<file path="config.mk">
export PLATFORM = sky130hd
export DESIGN_NAME = mem_inst_sequencer
export DESIGN_NICKNAME = d
export VERILOG_FILES = /design/src/rtl/mem_inst_pkg.sv /design/src/rtl/mem_inst_decode.sv /design/src/rtl/mem_inst_sequencer.sv
export SDC_FILE = /design/constraint.sdc
export NUM_CORES = 1
export LEC_CHECK = 0
export CAP_MARGIN = 20
export CORE_MARGIN = 2
export CORE_UTILIZATION = 40
export CTS_BUF_LIST = sky130_fd_sc_hd__clkbuf_8
export DETAILED_ROUTE_END_ITERATION = 8
export GPL_TIMING_DRIVEN = 1
export PLACE_DENSITY = 0.69
export SLEW_MARGIN = 30
export SYNTH_ARGS = -nofsm -noshare
export SYNTH_HDL_FRONTEND = slang
export SYNTH_HIERARCHICAL = 1
export SYNTH_SLANG_ARGS = --single-unit
</file>
<file path="constraint.sdc">
create_clock -name CLK -period 7.8 [get_ports CLK]
set_input_delay 1.17 -clock CLK [delete_from_list [all_inputs] [get_ports CLK]]
set_output_delay 1.17 -clock CLK [all_outputs]
set_load 0.01 [all_outputs]
</file>
<file path="src/rtl/mem_inst_pkg.sv">
// Shared encodings for the memory-instruction sequencer: opcodes, FSM
// states and instruction field positions.
package mem_inst_pkg;

  localparam int OP_LSB   = 4;
  localparam int OP_MSB   = 6;
  localparam int NIB_LSB  = 0;
  localparam int NIB_MSB  = 3;
  localparam int LANE_LSB = 7;

  typedef enum logic [2:0] {
    OP_READ  = 3'b000,
    OP_SHIFT = 3'b101,
    OP_WFI   = 3'b110,
    OP_LOOP  = 3'b111
  } op_e;

  typedef enum logic [2:0] {
    S_IDLE     = 3'd0,
    S_FETCH    = 3'd1,
    S_EXEC     = 3'd2,
    S_RD_WAIT  = 3'd3,
    S_SH_WAIT  = 3'd4,
    S_WFI_WAIT = 3'd5
  } state_e;

  // Only four of the eight opcode values do anything.
  function automatic logic op_legal(logic [2:0] op);
    return (op == OP_READ) || (op == OP_SHIFT) || (op == OP_WFI) || (op == OP_LOOP);
  endfunction

endpackage

</file>
<file path="src/rtl/mem_inst_decode.sv">
// Combinational field extraction for one instruction word.
module mem_inst_decode
  import mem_inst_pkg::*;
#(
  parameter int INST_WIDTH = 56
) (
  input  logic [INST_WIDTH-1:0]          inst,
  output logic [2:0]                     opcode,
  output logic [3:0]                     nib,
  output logic [INST_WIDTH-LANE_LSB-1:0] lanes,
  output logic                           illegal
);

  assign opcode  = inst[OP_MSB:OP_LSB];
  assign nib     = inst[NIB_MSB:NIB_LSB];
  assign lanes   = inst[INST_WIDTH-1:LANE_LSB];
  assign illegal = !op_legal(opcode);

endmodule

</file>
<file path="src/rtl/mem_inst_sequencer.sv">
// Memory-instruction sequencer: fetches words from a registered ROM and
// issues read / shift / wait-for-compute commands, looping the program
// NUM_ITER times. One external command is outstanding at any time.
module mem_inst_sequencer
  import mem_inst_pkg::*;
#(
  parameter int INST_WIDTH = 56,
  parameter int ADDR_WIDTH = 4,
  parameter int ITER_WIDTH = 16
) (
  input  logic                  CLK,
  input  logic                  RESET,
  input  logic                  START,
  input  logic [ITER_WIDTH-1:0] NUM_ITER,
  output logic [ADDR_WIDTH-1:0] ROM_ADDRESS,
  output logic                  ROM_ENABLE,
  input  logic [INST_WIDTH-1:0] ROM_DATA,
  output logic                  RD_REQ,
  output logic [3:0]            RD_MASK,
  input  logic                  RD_ACK,
  output logic                  SHIFT_VALID,
  output logic [3:0]            SHIFT_AMT,
  output logic [INST_WIDTH-8:0] SHIFT_LANES,
  input  logic                  SHIFT_READY,
  input  logic                  COMPUTE_DONE,
  output logic                  BUSY,
  output logic                  DONE,
  output logic                  ERROR,
  output logic [ITER_WIDTH-1:0] ITER_COUNT
);

  state_e                state_q, state_d;
  logic [ADDR_WIDTH-1:0] pc_q, pc_d;
  logic [ITER_WIDTH-1:0] iter_q, iter_d;
  logic [ITER_WIDTH-1:0] num_iter_q, num_iter_d;
  logic [INST_WIDTH-1:0] inst_q, inst_d;
  logic                  busy_q, busy_d;
  logic                  done_q, done_d;
  logic                  error_q, error_d;

  logic [INST_WIDTH-1:0] cur_inst;
  logic [2:0]            dec_op;
  logic [3:0]            dec_nib;
  logic [INST_WIDTH-8:0] dec_lanes;
  logic                  dec_illegal;
  logic [ADDR_WIDTH-1:0] pc_inc;
  logic [ITER_WIDTH-1:0] iter_inc;
  logic                  rom_en, rd_req, sh_vld;

  // In EXEC the word is still on ROM_DATA; afterwards it lives in inst_q,
  // so command fields stay stable for the whole handshake.
  assign cur_inst = (state_q == S_EXEC) ? ROM_DATA : inst_q;

  mem_inst_decode #(.INST_WIDTH(INST_WIDTH)) u_dec (
    .inst    (cur_inst),
    .opcode  (dec_op),
    .nib     (dec_nib),
    .lanes   (dec_lanes),
    .illegal (dec_illegal)
  );

  assign pc_inc   = pc_q + ADDR_WIDTH'(1);
  assign iter_inc = iter_q + ITER_WIDTH'(1);

  assign ROM_ADDRESS = pc_q;
  assign ROM_ENABLE  = rom_en;
  assign RD_REQ      = rd_req;
  assign RD_MASK     = dec_nib;
  assign SHIFT_VALID = sh_vld;
  assign SHIFT_AMT   = dec_nib;
  assign SHIFT_LANES = dec_lanes;
  assign BUSY        = busy_q;
  assign DONE        = done_q;
  assign ERROR       = error_q;
  assign ITER_COUNT  = iter_q;

  // Next-state, PC/counter updates and command strobes.
  always_comb begin
    state_d    = state_q;
    pc_d       = pc_q;
    iter_d     = iter_q;
    num_iter_d = num_iter_q;
    inst_d     = inst_q;
    busy_d     = busy_q;
    done_d     = 1'b0;
    error_d    = error_q;
    rom_en     = 1'b0;
    rd_req     = 1'b0;
    sh_vld     = 1'b0;
    case (state_q)
      S_IDLE: begin
        if (START) begin
          num_iter_d = (NUM_ITER == '0) ? ITER_WIDTH'(1) : NUM_ITER;
          pc_d       = '0;
          iter_d     = '0;
          busy_d     = 1'b1;
          state_d    = S_FETCH;
        end
      end
      S_FETCH: begin
        rom_en  = 1'b1;
        state_d = S_EXEC;
      end
      S_EXEC: begin
        inst_d = ROM_DATA;
        if (dec_illegal) begin
          error_d = 1'b1;
          busy_d  = 1'b0;
          state_d = S_IDLE;
        end else begin
          case (dec_op)
            OP_READ: begin
              rd_req = 1'b1;
              if (RD_ACK) begin
                pc_d    = pc_inc;
                state_d = S_FETCH;
              end else begin
                state_d = S_RD_WAIT;
              end
            end
            OP_SHIFT: begin
              sh_vld = 1'b1;
              if (SHIFT_READY) begin
                pc_d    = pc_inc;
                state_d = S_FETCH;
              end else begin
                state_d = S_SH_WAIT;
              end
            end
            OP_WFI: begin
              if (COMPUTE_DONE) begin
                pc_d    = pc_inc;
                state_d = S_FETCH;
              end else begin
                state_d = S_WFI_WAIT;
              end
            end
            OP_LOOP: begin
              iter_d = iter_inc;
              if (iter_inc == num_iter_q) begin
                done_d  = 1'b1;
                busy_d  = 1'b0;
                state_d = S_IDLE;
              end else begin
                pc_d    = '0;
                state_d = S_FETCH;
              end
            end
            default: state_d = S_IDLE;
          endcase
        end
      end
      S_RD_WAIT: begin
        rd_req = 1'b1;
        if (RD_ACK) begin
          pc_d    = pc_inc;
          state_d = S_FETCH;
        end
      end
      S_SH_WAIT: begin
        sh_vld = 1'b1;
        if (SHIFT_READY) begin
          pc_d    = pc_inc;
          state_d = S_FETCH;
        end
      end
      S_WFI_WAIT: begin
        if (COMPUTE_DONE) begin
          pc_d    = pc_inc;
          state_d = S_FETCH;
        end
      end
      default: state_d = S_IDLE;
    endcase
  end

  // State register; synchronous reset wins over everything.
  always_ff @(posedge CLK) begin
    if (RESET) begin
      state_q    <= S_IDLE;
      pc_q       <= '0;
      iter_q     <= '0;
      num_iter_q <= ITER_WIDTH'(1);
      inst_q     <= '0;
      busy_q     <= 1'b0;
      done_q     <= 1'b0;
      error_q    <= 1'b0;
    end else begin
      state_q    <= state_d;
      pc_q       <= pc_d;
      iter_q     <= iter_d;
      num_iter_q <= num_iter_d;
      inst_q     <= inst_d;
      busy_q     <= busy_d;
      done_q     <= done_d;
      error_q    <= error_d;
    end
  end

endmodule

</file>
# --- Word level (Yosys, flattened, before mapping) ---
# Index checks and enable logic that the tools add are counted.
op_classes:
  addsub: 2
  n_eq_ne: 19
  mux: 38
  n_bitwise: 3
  n_reduce_logical: 15
op_table:
  columns: ["op", "count"]
  rows:
  - ["two-way mux 16 bit", 4]
  - ["two-way mux 56 bit", 1]
  - ["one-hot mux 16 bit (2 select lines)", 1]
  - ["two-way mux 4 bit", 6]
  - ["two-way mux 3 bit", 7]
  - ["one-hot mux 4 bit (5 select lines)", 1]
  - ["one-hot mux 3 bit (6 select lines)", 1]
  - ["adder 16 x 1 -> 16 bit (second input constant)", 1]
  - ["== test 16 bit", 1]
  - ["logical NOT 16 bit", 1]
  - ["one-hot mux 4 bit (4 select lines)", 1]
  - ["== test 3 bit (second input constant)", 5]
  - ["one-hot mux 3 bit (4 select lines)", 1]
  - ["AND reduction 4 bit", 3]
  - ["two-way mux 1 bit", 11]
  - ["!= test 2 bit (second input constant)", 4]
  - ["== test 3 x 2 -> 1 bit (second input constant)", 2]
  - ["logical NOT 3 bit", 2]
  - ["!= test 3 bit (second input constant)", 2]
  - ["one-hot mux 1 bit (2 select lines)", 3]
  - ["!= test 5 x 1 -> 1 bit (second input constant)", 1]
  - ["AND reduction 5 bit", 1]
  - ["nonzero test 5 bit", 1]
  - ["adder 4 x 1 -> 4 bit (second input constant)", 1]
  - ["9 further kinds", 15]
totals:
  ff_bits: 98
  input_bits: 78
  word_cells: 85

# --- Longest topological paths before layout ---
depth:
  word_depth: 8
  ltp_mapped: 15
  ltp_nobuf: 12

# --- By module ---
# Netlist, hierarchy kept.
by_module_without_submodules:
  columns: ["mod", "instances", "cells_per_inst", "area_each_um2"]
  rows:
  - ["mem_inst_sequencer", 1, 658, 4733.3]
  - ["mem_inst_decode", 1, 58, 435.4]

# --- Least setup slack after synthesis ---
# Ideal clock, no wire load.
synth_path:
  kind: "reg-to-output"
  from: "register state_q[0]"
  to: "output port SHIFT_VALID"
  arrival_time_ns: 2.324
  required_ns: 6.630
  path_slack_ns: 4.306
  path_stages_with_launch: 13
  n_path_buf: 5
  path_cell_list: "dfxtp_1 > clkbuf_1 > or3b_2 > clkbuf_1 > buf_1 > nand2_1 > nand2_1 > buf_4 > clkbuf_1 > nand2_1 > nor3_1 > nand2b_1 > a21oi_1"
synth_via:
  elab_chain_len: 8
synth_rtl:
  columns: ["element", "line", "text"]
  rows:
  - ["from (decl)", "mem_inst_sequencer.sv:32", "state_e state_q, state_d;"]
  - ["from (signal assigned)", "mem_inst_sequencer.sv:189", "state_q <= state_d;"]
  - ["== test 3 x 2 -> 1 bit *", "mem_inst_sequencer.sv:52", "assign cur_inst = (state_q == S_EXEC) ? ROM_DATA : inst_q;"]
  - ["two-way mux 56 bit *", null, null]
  - ["via cur_inst[4]", "mem_inst_sequencer.sv:41", "logic [INST_WIDTH-1:0] cur_inst;"]
  - ["== test 3 bit or logical NOT 3 bit (tied branches)", "mem_inst_pkg.sv:29, mem_inst_sequencer.sv:111", null]
  - ["logical OR 1 bit (3 in a row)", "mem_inst_pkg.sv:29", "return (op == OP_READ) || (op == OP_SHIFT) || (op == OP_WFI) || (op == OP_LOOP);"]
  - ["two-way mux 1 bit *", "mem_inst_sequencer.sv:106", "if (dec_illegal) begin"]
  - ["one-hot mux 1 bit (2 select lines) *", "mem_inst_sequencer.sv:90", "case (state_q)"]
  - ["to (decl)", "mem_inst_sequencer.sv:21", "output logic SHIFT_VALID,"]
# Mark *: on every way through the listed nets, which the timed path passes. The rest lies on a longest branch.

# --- Worst setup path after layout ---
layout_path:
  from: "register state_q[2]"
  to: "output port RD_REQ"
layout_via:
  elab_chain_len: 8
layout_rtl:
  columns: ["element", "line", "text"]
  rows:
  - ["== test 3 x 2 -> 1 bit *", "mem_inst_sequencer.sv:52", null]
  - ["two-way mux 56 bit *", null, null]
  - ["via cur_inst[4]", "mem_inst_sequencer.sv:41", null]
  - ["== test 3 bit or logical NOT 3 bit (tied branches)", "mem_inst_pkg.sv:29, mem_inst_sequencer.sv:111", null]
  - ["logical OR 1 bit (3 in a row)", "mem_inst_pkg.sv:29", null]
  - ["two-way mux 1 bit *", "mem_inst_sequencer.sv:106", null]
  - ["one-hot mux 1 bit (2 select lines) *", "mem_inst_sequencer.sv:90", null]
  - ["to (decl)", "mem_inst_sequencer.sv:18", "output logic RD_REQ,"]
# Marks and branches as above.

==> key figures <==
Run status
  • Status: completed

Worst setup path
  • Crit path to: RD_REQ
  • Worst Path Required: around 6.6 ns
  • Worst r2r path cells: 11
  • Critical Path Start Type: flop
  • Critical-path top delay cell: dfxtp_1
  • R2R Setup Slk: 3.58 ns
  • Crit end category: output pin
  • Worst path cell trace: or3b_2, buf_4, nand2_1, nand2_1, nor2_2, xnor2_1, nor2_1, nand2_1, nand2_1, clkdlybuf4s50_1
  • Reg-to-reg critical path endpoint: ITER_COUNT[9]
  • Critical path class: reg2out
  • Worst path depth: 10
  • Reg2reg start: state_q[1]
  • CP top delay family: simple AND/OR/NAND/NOR gates
  • CP peak stage delay: 0.60 ns
  • Worst setup path start: state_q[2]
  • CP arrival: 3.94 ns
  • Most frequent cell on the critical path: nand2_1
  • Buf+Inv Stages, Crit Path: 2
  • Max FO, Critical Path: 54

Floorplanning
  • Die Ht: 118 um
  • Die W: ~120 um
  • Top Ports: 161
  • Area of the die: 13800 um^2
  • Initial core utilization: approximately two fifths
  • FP Rows: 41
  • Area of the core: 12600 um^2

Logic synthesis
  • Synth Net Count: 796
  • Synth Register Bits: 98
  • Synth cell types: 52
  • YS warnings: 6
  • Ys flop type: dfxtp_1
  • Post-synthesis instance area: 5170 um^2
  • Ys async rst share: 0%
  • Seq/Total Area, Yosys: 38.0%
  • Synthesized instance count: approximately 720
  • Number of flops mapped to enable cells by yosys: 0
  • Syn avg cell area: about 7.2 um^2

CTS
  • CTS Sinks: 98
  • Post-CTS Hold Buffers: 0
  • CTS max path bufs: 2
  • CTS tree: built
  • Post-CTS Setup Bufs: 0
  • Clk slew on worst S/H paths: 0.10 ns
  • Worst skew pair latency: 0.36 ns
  • Clk root buf: clkbuf_8
  • H-tree levels: 3
  • Cts bufs inserted: 9
  • Post_cts resized: 0

Timing
  • Post-route minimum period: 5.11 ns
  • Final Max Tran Viols: 0
  • Setup tns final: 0 ns
  • # setup viols final: 0
  • Slew @ Worst Pin: 0.736 ns
  • Final period util: between 60% and 70%
  • RSZ-0062 raised after global routing: no
  • Worst hold slack: 0.467 ns
  • Slew margin rel.: 50.9%
  • Final hold vios: 0
  • Final setup margin: 2.69 ns
  • Max Clock Skew: roughly 0.012 ns
  • Peak Freq: 196 MHz

Global route
  • Initial antenna violation count: 0
  • Global-route wire length before repair: 23100 um
  • Vias in the first global route: 4741
  • GRT Residual Overflow: 0
  • Gr usage total: 20.1%
  • Largest net degree at the start of global routing: 99

Route
  • Number of DRC violations after detailed-routing iteration 0: 280
  • Via count: 4954
  • Final wirelength: 14000 um
  • First-pass DRT Iterations: 5
  • Detailed-route DRC error count: 0
  • WL per Instance: 14.5 um
  • Average via count per standard cell: 5.12
  • ANT nets after route: 0

Final layout
  • Fill count: 1275
  • Commonest non-fill, non-tap cell in the layout: nand2_1
  • Commonest cells after routing, fill and taps aside: nand2_1, clkdlybuf4s50_1, a21oi_1
  • Nets: 870
  • Area Overhead vs Synth: 27.6%
  • Number of inserted diodes: 0
  • Share of cells above drive strength 1: 4.28%
  • Final instance area: 6590 um^2

Placed design
  • DP HPWL: slightly above 10000 um
  • Placed Area: between 6000 and 7000 um^2
  • Routability cong.: 0.905
  • Number of port buffers: between 150 and 200
  • Pre-CTS setup slack: 3.14 ns

Power
  • Pwr Density: between 150 and 200 nW/um^2
  • Worst vdd ir: 107 uV
  • P_leak: 2.59 nW
  • Tot Pwr: 1.13 mW

Min path
  • Hold Crit Class: reg2reg
  • Hold Path Origin: inst_q[0]

Job
  • Max-cap violations: 0
==> report_power, final <==
group	internal, mW	total [mW]	switching, mW
Combinational	0.135	0.274	0.140
Sequential	0.525	0.540	0.0150
Clock	0.128	0.316	0.188
Total	0.788	1.13	0.342
==> layer usage <==
layer / GRT usage [%] / part of all wire, % / routed length, um
met2: 34.2 / 46 / 6490
met5: 0 / 0 / 0
met4: 5.12 / 1.1 / 160
met1: 25.9 / 47 / 6640
met3: 4.26 / 5.2 / 735
==> worst min-delay path by stage <==
stage | slack [ns] | cells after the start | endpoint
final | 0.47 | 2 | inst_q[0]
after global routing | 0.49 | 2 | inst_q[32]
after CTS | 0.47 | 2 | inst_q[0]
after detailed placement | 0.46 | 2 | inst_q[0]
after global placement | 0.45 | 2 | inst_q[0]
after floorplan | 0.44 | 2 | inst_q[0]
==> cells in the mapped netlist (2+ instances only) <==
library cell | number | area, um^2
clkbuf_1 | 34 | 128
nor3_1 | 8 | 40.0
nand4_1 | 10 | 62.6
dfxtp_1 | 98 | 1960
nand2_1 | 224 | 841
ha_1 | 2 | 25.0
nor2_1 | 35 | 131
nor4_1 | 5 | 31.3
a211oi_1 | 4 | 30.0
a211o_1 | 2 | 17.5
o41ai_1 | 2 | 17.5
a311oi_1 | 2 | 17.5
a31oi_1 | 4 | 25.0
a21boi_0 | 2 | 15.0
a2bb2oi_1 | 2 | 17.5
nand4_2 | 2 | 25.0
xnor2_1 | 12 | 105
nand3_1 | 12 | 60.1
a41oi_1 | 2 | 17.5
inv_1 | 7 | 26.3
or3_1 | 11 | 68.8
o21ai_0 | 21 | 105
xor2_1 | 10 | 87.6
buf_4 | 62 | 465
nand2b_1 | 6 | 37.5
o22a_1 | 2 | 17.5
mux2i_1 | 2 | 20.0
a21oi_1 | 99 | 495
or4_1 | 6 | 45.0
buf_1 | 4 | 15.0
and3_1 | 2 | 12.5
nor2b_1 | 2 | 12.5
==> flip-flops by register name, summed over array words and instances (netlist names) <==
signal / cells
ITER_COUNT: 16
inst_q: 56
BUSY: 1
ROM_ADDRESS: 4
state_q: 3
num_iter_q: 16
DONE: 1
ERROR: 1
==> tightest hold or removal path, cell delays in order, from the launching register on <==
cell and delay [ns]:
dfxtp_1 0.31, nand2_1 0.06, a21oi_1 0.06
==> cell type report <==
| class | instances | area, um^2 | area share, % |
|---|---|---|---|
| multi-input cells | 510 | 2570 | 39.1 |
| flip-flops and latches | 98 | 1960 | 29.8 |
| repair buffers | 164 | 1630 | 24.7 |
| well taps | 172 | 215 | 3.26 |
| clock buffers | 10 | 138 | 2.09 |
| clock inverters | 6 | 47.5 | 0.721 |
| inverters | 7 | 26.3 | 0.398 |
==> per-stage QoR <==
stage / instances / utilization (%)
6_report: 967 / 52.3
4_1_cts: 967 / 52.2
3_5_place_dp: 951 / 50.8
3_3_place_gp: 951 / 50.8
2_1_floorplan: 716 / -
5_1_grt: 967 / 52.3
==> cells by family (layout without fill, tap and decap cells) <==
| kind of cell | Yosys count | count (layout) | share of synthesized area [%] |
|---|---|---|---|
| AOI/OAI and AO/OA | 154 | 154 | 17.5 |
| xor gates and xnor gates | 22 | 22 | 3.73 |
| adders and majority gates | 2 | 2 | 0.484 |
| buffers and inverters | 108 | 187 | 12.4 |
| DFF | 98 | 98 | 38.0 |
| muxes | 2 | 2 | 0.387 |
| and+or+nand+nor | 330 | 330 | 27.5 |
Note: power is estimated with default switching activity, not from simulation.
